===== config.mk =====
export PLATFORM = sky130hd
export DESIGN_NAME = jtag_wb_master
export DESIGN_NICKNAME = d
export VERILOG_FILES = /design/src/rtl/jtag_wb_pkg.sv /design/src/rtl/sync_2ff.sv /design/src/rtl/jtag_wb_master.sv
export SDC_FILE = /design/constraint.sdc
export NUM_CORES = 1
export LEC_CHECK = 0
export CAP_MARGIN = 15
export CORE_UTILIZATION = 30
export CTS_CLUSTER_DIAMETER = 50
export CTS_CLUSTER_SIZE = 12
export DETAILED_ROUTE_END_ITERATION = 10
export GPL_ROUTABILITY_DRIVEN = 0
export PLACE_DENSITY_LB_ADDON = 0.1
export SYNTH_ARGS = -nofsm -noshare
export SYNTH_HDL_FRONTEND = slang
export SYNTH_SLANG_ARGS = --single-unit

===== constraint.sdc =====
create_clock -name sys_clk -period 2.1 [get_ports sys_clk]
set_input_delay 0.21 -clock sys_clk [delete_from_list [all_inputs] [get_ports sys_clk]]
set_output_delay 0.21 -clock sys_clk [all_outputs]
set_load 0.1 [all_outputs]

===== src/rtl/jtag_wb_pkg.sv =====
// jtag_wb_pkg: shared field layout, status bit offsets and FSM encoding for jtag_wb_master.
//   host_cmd layout (MSB..LSB): {tgl, we, inc, sel[SEL_W], adr[AW], dat[DW]}
//   host_sts layout (MSB..LSB): {ack_tgl, busy, err, tmo, dat[DW]}
package jtag_wb_pkg;

   typedef enum logic [2:0] {
      RESYNC  = 3'd0,
      IDLE    = 3'd1,
      CAPTURE = 3'd2,
      BUS     = 3'd3,
      DONE    = 3'd4
   } state_t;

   // Status flag positions counted upward from the top of the data field.
   localparam int STS_TMO_OFS  = 0;
   localparam int STS_ERR_OFS  = 1;
   localparam int STS_BUSY_OFS = 2;
   localparam int STS_ACK_OFS  = 3;

   function automatic int sel_w(input int dw);
      return dw / 8;
   endfunction

   function automatic int cmd_w(input int aw, input int dw);
      return 3 + sel_w(dw) + aw + dw;
   endfunction

   function automatic int sts_w(input int dw);
      return 4 + dw;
   endfunction

   function automatic int cmd_adr_lsb(input int dw);
      return dw;
   endfunction

   function automatic int cmd_sel_lsb(input int aw, input int dw);
      return aw + dw;
   endfunction

   function automatic int cmd_inc_bit(input int aw, input int dw);
      return aw + dw + sel_w(dw);
   endfunction

   function automatic int cmd_we_bit(input int aw, input int dw);
      return cmd_inc_bit(aw, dw) + 1;
   endfunction

   function automatic int cmd_tgl_bit(input int aw, input int dw);
      return cmd_inc_bit(aw, dw) + 2;
   endfunction

   function automatic int sts_bit(input int dw, input int ofs);
      return dw + ofs;
   endfunction

endpackage


===== src/rtl/sync_2ff.sv =====
// sync_2ff: two-flop synchroniser, both stages cleared by async active-low reset.
//   sys_clk, sys_rst_n : destination clock and reset
//   d                  : asynchronous input
//   q                  : synchronised output
module sync_2ff (
   input  logic sys_clk,
   input  logic sys_rst_n,
   input  logic d,
   output logic q
);
   logic meta;
   always_ff @(posedge sys_clk or negedge sys_rst_n)
      if (!sys_rst_n) {q, meta} <= 2'b00;
      else {q, meta} <= {meta, d};
endmodule


===== src/rtl/jtag_wb_master.sv =====
// jtag_wb_master: toggle-handshake host command bus to Wishbone classic single-cycle master.
//   sys_clk, sys_rst_n : system clock, async active-low reset
//   host_cmd_i         : {tgl, we, inc, sel, adr, dat}, quasi-static, asynchronous to sys_clk
//   host_sts_o         : {ack_tgl, busy, err, tmo, dat}
//   wb_*               : Wishbone classic master interface
module jtag_wb_master
   import jtag_wb_pkg::*;
#(
   parameter  int ADDR_WIDTH     = 32,
   parameter  int DATA_WIDTH     = 32,
   parameter  int TIMEOUT_CYCLES = 1024,
   localparam int SEL_W          = sel_w(DATA_WIDTH),
   localparam int CMD_W          = cmd_w(ADDR_WIDTH, DATA_WIDTH),
   localparam int STS_W          = sts_w(DATA_WIDTH)
) (
   input  logic                  sys_clk,
   input  logic                  sys_rst_n,
   input  logic [CMD_W-1:0]      host_cmd_i,
   output logic [STS_W-1:0]      host_sts_o,
   output logic [ADDR_WIDTH-1:0] wb_adr_o,
   output logic [DATA_WIDTH-1:0] wb_dat_o,
   input  logic [DATA_WIDTH-1:0] wb_dat_i,
   output logic [SEL_W-1:0]      wb_sel_o,
   output logic                  wb_we_o,
   output logic                  wb_cyc_o,
   output logic                  wb_stb_o,
   input  logic                  wb_ack_i,
   input  logic                  wb_err_i
);
   localparam int TW = $clog2(TIMEOUT_CYCLES);
   localparam logic [TW-1:0] T_LAST = TW'(TIMEOUT_CYCLES - 1);

   logic                  cmd_we, cmd_inc, tgl_s;
   logic [SEL_W-1:0]      cmd_sel;
   logic [ADDR_WIDTH-1:0] cmd_adr, next_adr;
   logic [DATA_WIDTH-1:0] cmd_dat, res_dat, sts_dat;
   logic                  res_err, res_tmo, sts_err, sts_tmo, ack_tgl, busy;
   logic [1:0]            rcnt;
   logic [TW-1:0]         tcnt;
   state_t                state;

   assign cmd_we  = host_cmd_i[cmd_we_bit(ADDR_WIDTH, DATA_WIDTH)];
   assign cmd_inc = host_cmd_i[cmd_inc_bit(ADDR_WIDTH, DATA_WIDTH)];
   assign cmd_sel = host_cmd_i[cmd_sel_lsb(ADDR_WIDTH, DATA_WIDTH) +: SEL_W];
   assign cmd_adr = host_cmd_i[cmd_adr_lsb(DATA_WIDTH) +: ADDR_WIDTH];
   assign cmd_dat = host_cmd_i[0 +: DATA_WIDTH];

   assign host_sts_o = {ack_tgl, busy, sts_err, sts_tmo, sts_dat};

   sync_2ff u_tgl_sync (
      .sys_clk   (sys_clk),
      .sys_rst_n (sys_rst_n),
      .d         (host_cmd_i[cmd_tgl_bit(ADDR_WIDTH, DATA_WIDTH)]),
      .q         (tgl_s)
   );

   always_ff @(posedge sys_clk or negedge sys_rst_n)
      if (!sys_rst_n) begin
         state    <= RESYNC;
         rcnt     <= '0;
         tcnt     <= '0;
         ack_tgl  <= 1'b0;
         busy     <= 1'b0;
         next_adr <= '0;
         wb_adr_o <= '0;
         wb_dat_o <= '0;
         wb_sel_o <= '0;
         wb_we_o  <= 1'b0;
         wb_cyc_o <= 1'b0;
         wb_stb_o <= 1'b0;
         res_err  <= 1'b0;
         res_tmo  <= 1'b0;
         res_dat  <= '0;
         sts_err  <= 1'b0;
         sts_tmo  <= 1'b0;
         sts_dat  <= '0;
      end else
         case (state)
            // Wait until the synchroniser holds the live host toggle, then adopt it
            // as already acknowledged so a toggle left over from before reset is ignored.
            RESYNC: begin
               rcnt <= rcnt + 2'd1;
               if (rcnt == 2'd2) begin
                  ack_tgl <= tgl_s;
                  state   <= IDLE;
               end
            end
            IDLE:
               if (tgl_s != ack_tgl) begin
                  busy  <= 1'b1;
                  state <= CAPTURE;
               end
            CAPTURE: begin
               wb_we_o  <= cmd_we;
               wb_sel_o <= cmd_sel;
               wb_dat_o <= cmd_dat;
               wb_adr_o <= cmd_inc ? next_adr : cmd_adr;
               wb_cyc_o <= 1'b1;
               wb_stb_o <= 1'b1;
               tcnt     <= '0;
               state    <= BUS;
            end
            // err beats ack; ack beats an expiring timeout.
            BUS:
               if (wb_err_i || wb_ack_i || tcnt == T_LAST) begin
                  wb_cyc_o <= 1'b0;
                  wb_stb_o <= 1'b0;
                  res_err  <= wb_err_i;
                  res_tmo  <= !wb_err_i && !wb_ack_i;
                  res_dat  <= (wb_err_i || !wb_ack_i || wb_we_o) ? '0 : wb_dat_i;
                  state    <= DONE;
               end else
                  tcnt <= tcnt + 1'b1;
            DONE: begin
               sts_err  <= res_err;
               sts_tmo  <= res_tmo;
               sts_dat  <= res_dat;
               ack_tgl  <= !ack_tgl;
               busy     <= 1'b0;
               next_adr <= wb_adr_o + ADDR_WIDTH'(SEL_W);
               state    <= IDLE;
            end
            default: begin
               rcnt  <= '0;
               state <= RESYNC;
            end
         endcase

endmodule


# Yosys cells after proc, flatten, opt, wreduce, memory -nomap -nowiden
# Cells that the tools add are included.
[word_totals]
rom_bits = 0
in_bits = 107
ramBits = 0
mem_count = 0
latch_bits = 0
ff_bits = 189
[classes]
shifts = 0
n_addsub = 3
reduce_logical = 19
div_mod_pow = 0
muxes = 15
n_mul = 0
eq_ne = 11
order_cmp = 0
bitwise_logic = 0
[op_table]
columns = ["operator", "n"]
rows = [
  ["two-way mux 32 bit", 2],
  ["adder 32 x 3 -> 32 bit, second input constant", 1],
  ["one-hot mux 10 bit (2 select lines)", 1],
  ["one-hot mux 3 bit (5 select lines)", 1],
  ["adder 10 x 1 -> 10 bit, second input constant", 1],
  ["== test 10 bit, second input constant", 1],
  ["two-way mux 10 bit", 1],
  ["AND reduction 2 bit", 5],
  ["two-way mux 3 bit", 3],
  ["!= test 2 bit, second input constant", 4],
  ["== test 3 x 2 -> 1 bit, second input constant", 2],
  ["one-hot mux 1 bit (2 select lines)", 3],
  ["nonzero test 2 bit", 3],
  ["logical OR 1 bit", 4],
  ["one-hot mux 2 bit (2 select lines)", 1],
  ["OR reduction 4 bit", 1],
  ["== test 3 x 1 -> 1 bit, second input constant", 1],
  ["== test 3 bit, second input constant", 1],
  ["zero test 1 bit", 3],
  ["zero test 3 bit", 1],
  ["two-way mux 1 bit", 3],
  ["AND reduction 3 bit", 1],
  ["adder 2 x 1 -> 2 bit, second input constant", 1],
  ["== test 2 bit, second input constant", 1],
  ["other kinds (2)", 2],
]

# Longest topological paths before layout
# Gate-level depths: netlist (run 1).
[depth]
word_depth = 4
depth_mapped = 7

# Hierarchy
# From an unflattened synthesis (run 1), not the netlist that was laid out.
[hier_totals]
cells_unflattened = 798
area_unflattened_um2 = 8314.2
[by_module_without_submodules]
columns = ["module", "cells_per_inst", "area_per_inst_um2", "seq_area_each_um2", "instances"]
rows = [
  ["jtag_wb_master", 796, 8264.2, 4679.5, 1],
  ["sync_2ff", 2, 50.0, 50.0, 1],
]

# Least setup slack after synthesis (run 1)
# Ideal clock, no wire load.
[synth_timing]
kind = "reg2reg"
startpoint = "register wb_adr_o[2]"
endpoint = "register next_adr[26]"
stages_incl_launch_ff = 7
arrival_ns = 2.871
setup_time_ns = 0.082
required_time_ns = 2.018
n_path_buf = 1
synth_period_minus_slack_ns = 2.953
setup_slack_ns = -0.853
path_cell_list = "dfrtp_1 -> ha_1 -> nand4_4 -> or4_4 -> buf_6 -> or4_1 -> a31oi_1"
[synth_via]
elab_chain_len = 1
[synth_lines]
columns = ["element", "line_no", "text"]
rows = [
  ["start, declared", "jtag_wb_master.sv:20", "output logic [ADDR_WIDTH-1:0] wb_adr_o,"],
  ["start signal, assigned", "jtag_wb_master.sv:97", "wb_adr_o <= cmd_inc ? next_adr : cmd_adr;"],
  ["adder 32 x 3 -> 32 bit", "jtag_wb_master.sv:120", "next_adr <= wb_adr_o + ADDR_WIDTH'(SEL_W);"],
  ["end signal, assigned", "jtag_wb_master.sv:120", ""],
  ["end, declared", "jtag_wb_master.sv:35", "logic [ADDR_WIDTH-1:0] cmd_adr, next_adr;"],
]
# Every way passes these cells.
# A chain may end at the register's enable or synchronous reset.

# Final worst setup path (run 1)
[layout_timing]
startpoint = "register wb_adr_o[2]"
endpoint = "register next_adr[20]"
# Same word-level chain as after synthesis.

==> flow_metrics.py, run 1 <==
metrics = {
    "floorplan": {
        "std_cell_rows": 60,
        "die-area_sq_um": 28500,
        "initial_core_util_pct": 30.8,
        "die-width_um": 169,
        "die_h_um": 169,
        "ios": 214,
        "core_area_sq_um": 27100,
    },
    "synth": {
        "yosysTopAreaCell": "dfrtp_1",
        "synthArstFlopShare_pct": 100,
        "yosysMostFrequentCell": "nand2_1",
        "synth_area_leaders": "dfrtp_1 (57%), nand2_1 (12%), mux2i_1 (7.8%)",
        "seq_area_frac_synth_pct": 56.7,
        "synth_area_per_cell_sq_um": 9.60,
        "netlist.area_leader.share_pct": 56.7,
        "yosys_warnings": 0,
        "synth_edf_count": 0,
        "synth_cells": 869,
        "syn-cell-area_sq_um": 8340,
        "synth_ff_type": "dfrtp_1",
        "synth.top_cells.by_count": "nand2_1 (258), dfrtp_1 (189), o21ai_0 (91), mux2i_1 (65), clkbuf_1 (39)",
        "ys_ff_latch": 189,
        "ys_types": 55,
        "syn_nets": 979,
    },
    "global_route": {
        "grt_pass1_wl_mm": 37.4,
        "grt_antenna_before_repair": 0,
        "grt_overflow_total": 0,
        "grt_pass1_vias": 6683,
        "grtUsageMet3_pct": 5.40,
        "grt_usage_pct": 16.7,
        "grt_most_used_layer": "met2",
        "met1_usage_pct": 22.0,
        "grt_max_degree": 101,
        "met2_usage_pct": 26.9,
    },
    "clock_network": {
        "path_clk_slew_ps": 80,
        "cts_buffers": 17,
        "cts_buffer_depth": 2,
        "clk_latency_ps": 430,
        "cts_num_sinks": 189,
        "root_buffer": "clkbuf_16",
        "cts_tree": "done",
        "cts_max_level": 4,
    },
    "layout": {
        "area_growth_pct": 38.7,
        "drive_above_1_share_pct": 20.6,
        "nFillCells": 2664,
        "diodes": 0,
        "nets": 1200,
    },
    "timing": {
        "finClkSkew_ps": 17.2,
        "worst_slew_pin_slew_ps": 569,
        "max_freq_mhz": 495,
        "hold_slack_ps": 136,
        "final_hold_viol_count": 0,
        "worst_slack_ps": 77.8,
        "relSlewSlack_pct": 62.0,
        "drv_slew": 0,
        "fin_setup_tns_ps": 0,
        "min_period_ps": 2020,
        "finalSetupViolCount": 0,
        "finalCritPeriodShare_pct": 96.3,
        "rsz0062_at_grt": "false",
    },
    "critical_path": {
        "setup.worst_path.end": "next_adr[20]",
        "reg2reg_depth": 5,
        "setup.reg_to_reg.worst_slack_ps": 80,
        "critPathKind": "reg -> reg",
        "r2r-end": "next_adr[20]",
        "path_max_fanout": 7,
        "crit_path_start_kind": "register",
        "critPathRequiredTime_ps": 2440,
        "critPathLaunch": "wb_adr_o[2]",
        "rr_startpoint": "wb_adr_o[2]",
        "arrival_ps": 2370,
        "crit_path_end_kind": "register",
    },
    "drt": {
        "drt_wl_total_mm": 23.3,
        "drc": 0,
        "first_pass_iters": 5,
        "vias": 6727,
        "drtIter0Drc": 321,
        "wl_per_cell_um": 15.8,
        "viasPerCell": 4.56,
        "drtAntennaViolNets": 0,
    },
    "run": {
        "cap_viol_max_count": 0,
    },
    "place": {
        "dp_hpwl_mm": 16.1,
        "pre_cts_ws_ps": 37.4,
        "io_buffers": 213,
    },
    "hold_path": {
        "worstHoldPathType": "in -> reg",
    },
    "status": {
        "outcome": "completed",
    },
}
[registers in the layout (all words and copies together), names as in the netlist, 2 cells and up]
register	count
next_adr	32
rcnt	2
res_dat	32
state	3
sts_dat	32
tcnt	10
wb_adr_o	32
wb_dat_o	32
wb_sel_o	4
[kinds of logic (layout without fill, tap and decap cells)]
group | Yosys count | in the layout | synth area share (%)
AOI/OAI and AO/OA | 142 | 142 | 9.81
xor gates and xnor gates | 14 | 14 | 1.47
adders and majority gates | 3 | 3 | 0.450
buffers and inverters | 93 | 327 | 4.58
DFF | 189 | 189 | 56.7
muxes | 66 | 66 | 7.94
and+or+nand+nor | 362 | 362 | 19.0
[cells in the final DEF (no fill, tap or decap), drive strengths merged, types with 2 or more instances in the layout]
cell type	synthesis	routed
a21oi	5	5
xor2	6	6
a21boi	2	2
xnor2	8	8
mux2i	65	65
and4	2	2
buf	15	150
a31oi	17	17
nand4	15	15
o21ai	92	92
o221ai	3	3
ha	3	3
clkbuf	39	19
dfrtp	189	189
o31a	2	2
and3	4	4
nor3	8	8
nand2b	2	2
nand3	17	17
a2bb2oi	2	2
or3	12	12
clkinv	0	4
nor2	22	22
nor4	3	3
nand2	258	258
clkdlybuf4s50	0	104
and2	2	2
inv	39	48
o31ai	8	8
or4	12	12
a21o	2	2
[area by class of cell]
class / instances / area [sq um] / area share (%)
multi-input cells: 587 / 3300 / 28.5
clock inverters: 14 / 144 / 1.24
clock buffers: 18 / 429 / 3.71
flip-flops and latches: 189 / 4800 / 41.5
well taps: 372 / 465 / 4.02
repair buffers: 256 / 2290 / 19.8
inverters: 39 / 146 / 1.27
[per-layer routing]
layer  share of wire [%]  wire (um)
met5                   0          0
met3                 6.2       1450
met1                  47      10900
met2                  47      10900
met4                0.51        120
[critical path: stages (launching register included)]
cell and delay, ps:
dfrtp_4 450, ha_4 150, nand4_4 110, or4_4 590, or3_2 470, a31oi_1 170
[worst min path at each step]
stage | start | to | slack, ps | cells after the start
2_1_floorplan | sys_rst_n | ack_tgl | -90 | 0
6_report | host_cmd_i[68] | wb_adr_o[1] | 140 | 3
5_1_grt | sys_rst_n | next_adr[1] | 140 | 2
4_1_cts | sys_rst_n | next_adr[1] | 130 | 2
3_3_place_gp | sys_rst_n | next_adr[1] | 30 | 1
3_5_place_dp | sys_rst_n | next_adr[1] | 30 | 1
[what timing repair did]
| action | CTS | global route |
|---|---|---|
| cloned | 0 | 0 |
| setup buffers | 0 | 7 |
| pin swaps | 0 | 5 |
| hold endpoints to repair | 189 | 0 |
| hold buffers | 1 | 0 |
| setup endpoints to repair | 1 | 3 |
| gates resized for setup | 1 | 1 |
[metrics by stage]
stage	utilization (%)	area, sq um	instances
after floorplan	-	8470	869
final	42.7	11600	1475
after detailed placement	40.3	10900	1435
after global routing	42.7	11600	1475
after global placement	40.3	10900	1435
after CTS	42.5	11500	1468
Power of run 1 is left out: the tool's default activity adds up to more than one toggle a clock period on the data nets, which glitch-free logic cannot reach.
==> run 2: changes to the inputs <==
- MAX_ROUTING_LAYER: not set -> met4
- RECOVER_POWER: not set -> 50
==> run 2 against run 1 <==
  * Global-route usage rose by 0.49 points
  * Sequential share of layout area rose by 0.50 points
  * First-iteration DRC count fell by 3.7%
  * Critical path type unchanged
  * Highest routed layer unchanged
==> flow_metrics.py, run 2 (synthesis gave the netlist of run 1 again) <==
metrics = {
    "floorplan": {
        "die_h_um": 169,
        "ios": 214,
        "initial_core_util_pct": 30.8,
        "core_area_sq_um": 27100,
        "die-area_sq_um": 28500,
        "std_cell_rows": 60,
        "die-width_um": 169,
    },
    "critical_path": {
        "arrival_ps": 2360,
        "critPathLaunch": "wb_adr_o[2]",
        "crit_path_start_kind": "register",
        "rr_startpoint": "wb_adr_o[2]",
        "path_max_fanout": 7,
        "critPathRequiredTime_ps": 2450,
        "critPathKind": "reg -> reg",
        "crit_path_end_kind": "register",
    },
    "global_route": {
        "grtUsageMet3_pct": 5.10,
        "grt_antenna_before_repair": 0,
        "grt_max_degree": 101,
        "met1_usage_pct": 22.1,
        "grt_pass1_vias": 6693,
        "grt_most_used_layer": "met2",
        "grt_pass1_wl_mm": 37.3,
        "met2_usage_pct": 27.0,
        "grt_overflow_total": 0,
        "grt_usage_pct": 17.2,
    },
    "hold_path": {
        "worstHoldPathType": "in -> reg",
        "hp-start": "host_cmd_i[68]",
    },
    "layout": {
        "nFillCells": 2690,
        "final_area_sq_um": 11400,
        "area_growth_pct": 37.1,
        "layout_common_cells": "nand2_1 (258), dfrtp_1 (165), clkdlybuf4s50_1 (103), o21ai_0 (91), buf_4 (89)",
        "drive_above_1_share_pct": 20.3,
        "diodes": 0,
        "nets": 1200,
        "layout_commonest_cell": "nand2_1",
    },
    "clock_network": {
        "clk_latency_ps": 430,
        "root_buffer": "clkbuf_16",
        "cts_max_level": 4,
        "cts_tree": "done",
        "cts_buffers": 17,
        "path_clk_slew_ps": 80,
        "cts_num_sinks": 189,
        "cts_buffer_depth": 2,
    },
    "timing": {
        "finalCritPeriodShare_pct": 95.8,
        "min_period_ps": 2010,
        "finalSetupViolCount": 0,
        "max_freq_mhz": 497,
        "finClkSkew_ps": 17.8,
        "worst_slew_pin_slew_ps": 930,
        "relSlewSlack_pct": 38.0,
        "final_hold_viol_count": 0,
        "drv_slew": 0,
        "worst_slack_ps": 88.3,
    },
    "status": {
        "outcome": "completed",
    },
    "place": {
        "io_buffers": 213,
        "pre_cts_ws_ps": 37.4,
        "dpl_cell_area_sq_um": 10900,
        "dp_hpwl_mm": 16.1,
    },
    "drt": {
        "wl_per_cell_um": 15.7,
        "vias": 6717,
        "viasPerCell": 4.55,
        "drc": 0,
        "drtIter0Drc": 309,
        "drt_wl_total_mm": 23.2,
        "drtAntennaViolNets": 0,
        "first_pass_iters": 4,
    },
    "run": {
        "cap_viol_max_count": 0,
    },
}
## run 2: per-layer routing
| layer | up-vias | wire (um) | part of all wire (%) |
|---|---|---|---|
| li1 | 3366 | - | - |
| met1 | 3203 | 10900 | 47 |
| met2 | 142 | 10800 | 47 |
| met3 | 6 | 1310 | 5.7 |
| met4 | 0 | 99 | 0.43 |
| met5 | - | 0 | 0 |
## run 2: worst max-delay path, cell delays in order, from the launching register on
cell	delay [ps]
dfrtp_4	450
ha_4	150
nand4_4	110
or4_4	590
or3_2	460
a31oi_1	170
## run 2: path summary, 6_finish.rpt
check / endpoint / cells after the start / slack [ps]
min reg2reg: u_tgl_sync.q / 0 / 360
max: next_adr[20] / 5 / 90
min: wb_adr_o[1] / 3 / 130
max in group asynchronous: wb_adr_o[10] / 3 / 530
max reg2reg: next_adr[20] / 5 / 90
min in group asynchronous: next_adr[1] / 2 / 210
## run 2: layout make-up
type / count / area [sq um] / share of cell area [%]
clock buffers: 18 / 429 / 3.75
repair buffers: 256 / 2150 / 18.8
flip-flops and latches: 189 / 4800 / 42.0
multi-input cells: 587 / 3300 / 28.8
inverters: 39 / 146 / 1.28
clock inverters: 14 / 144 / 1.26
well taps: 372 / 465 / 4.07
## run 2: per-stage QoR
stage	hold WS, ps	TNS, ps	util, %	std cells
global placement	33.0	0	40.3	1435
CTS	130	0	42.5	1468
finish	134	0	42.2	1475
global route	157	-17.4	42.2	1475
detailed placement	31.2	0	40.3	1435
floorplan	-85.6	-879	-	869
## run 2: what timing repair did
| item | 4_1_cts | 5_1_grt |
|---|---|---|
| setup endpoints to repair | 1 | 3 |
| hold buffers | 1 | 0 |
| setup buffers | 0 | 7 |
| hold endpoints to repair | 189 | 0 |
| gates resized for setup | 1 | 1 |
| gates cloned | 0 | 0 |
| pin swaps | 0 | 4 |
Power of run 2 is left out for the same reason.
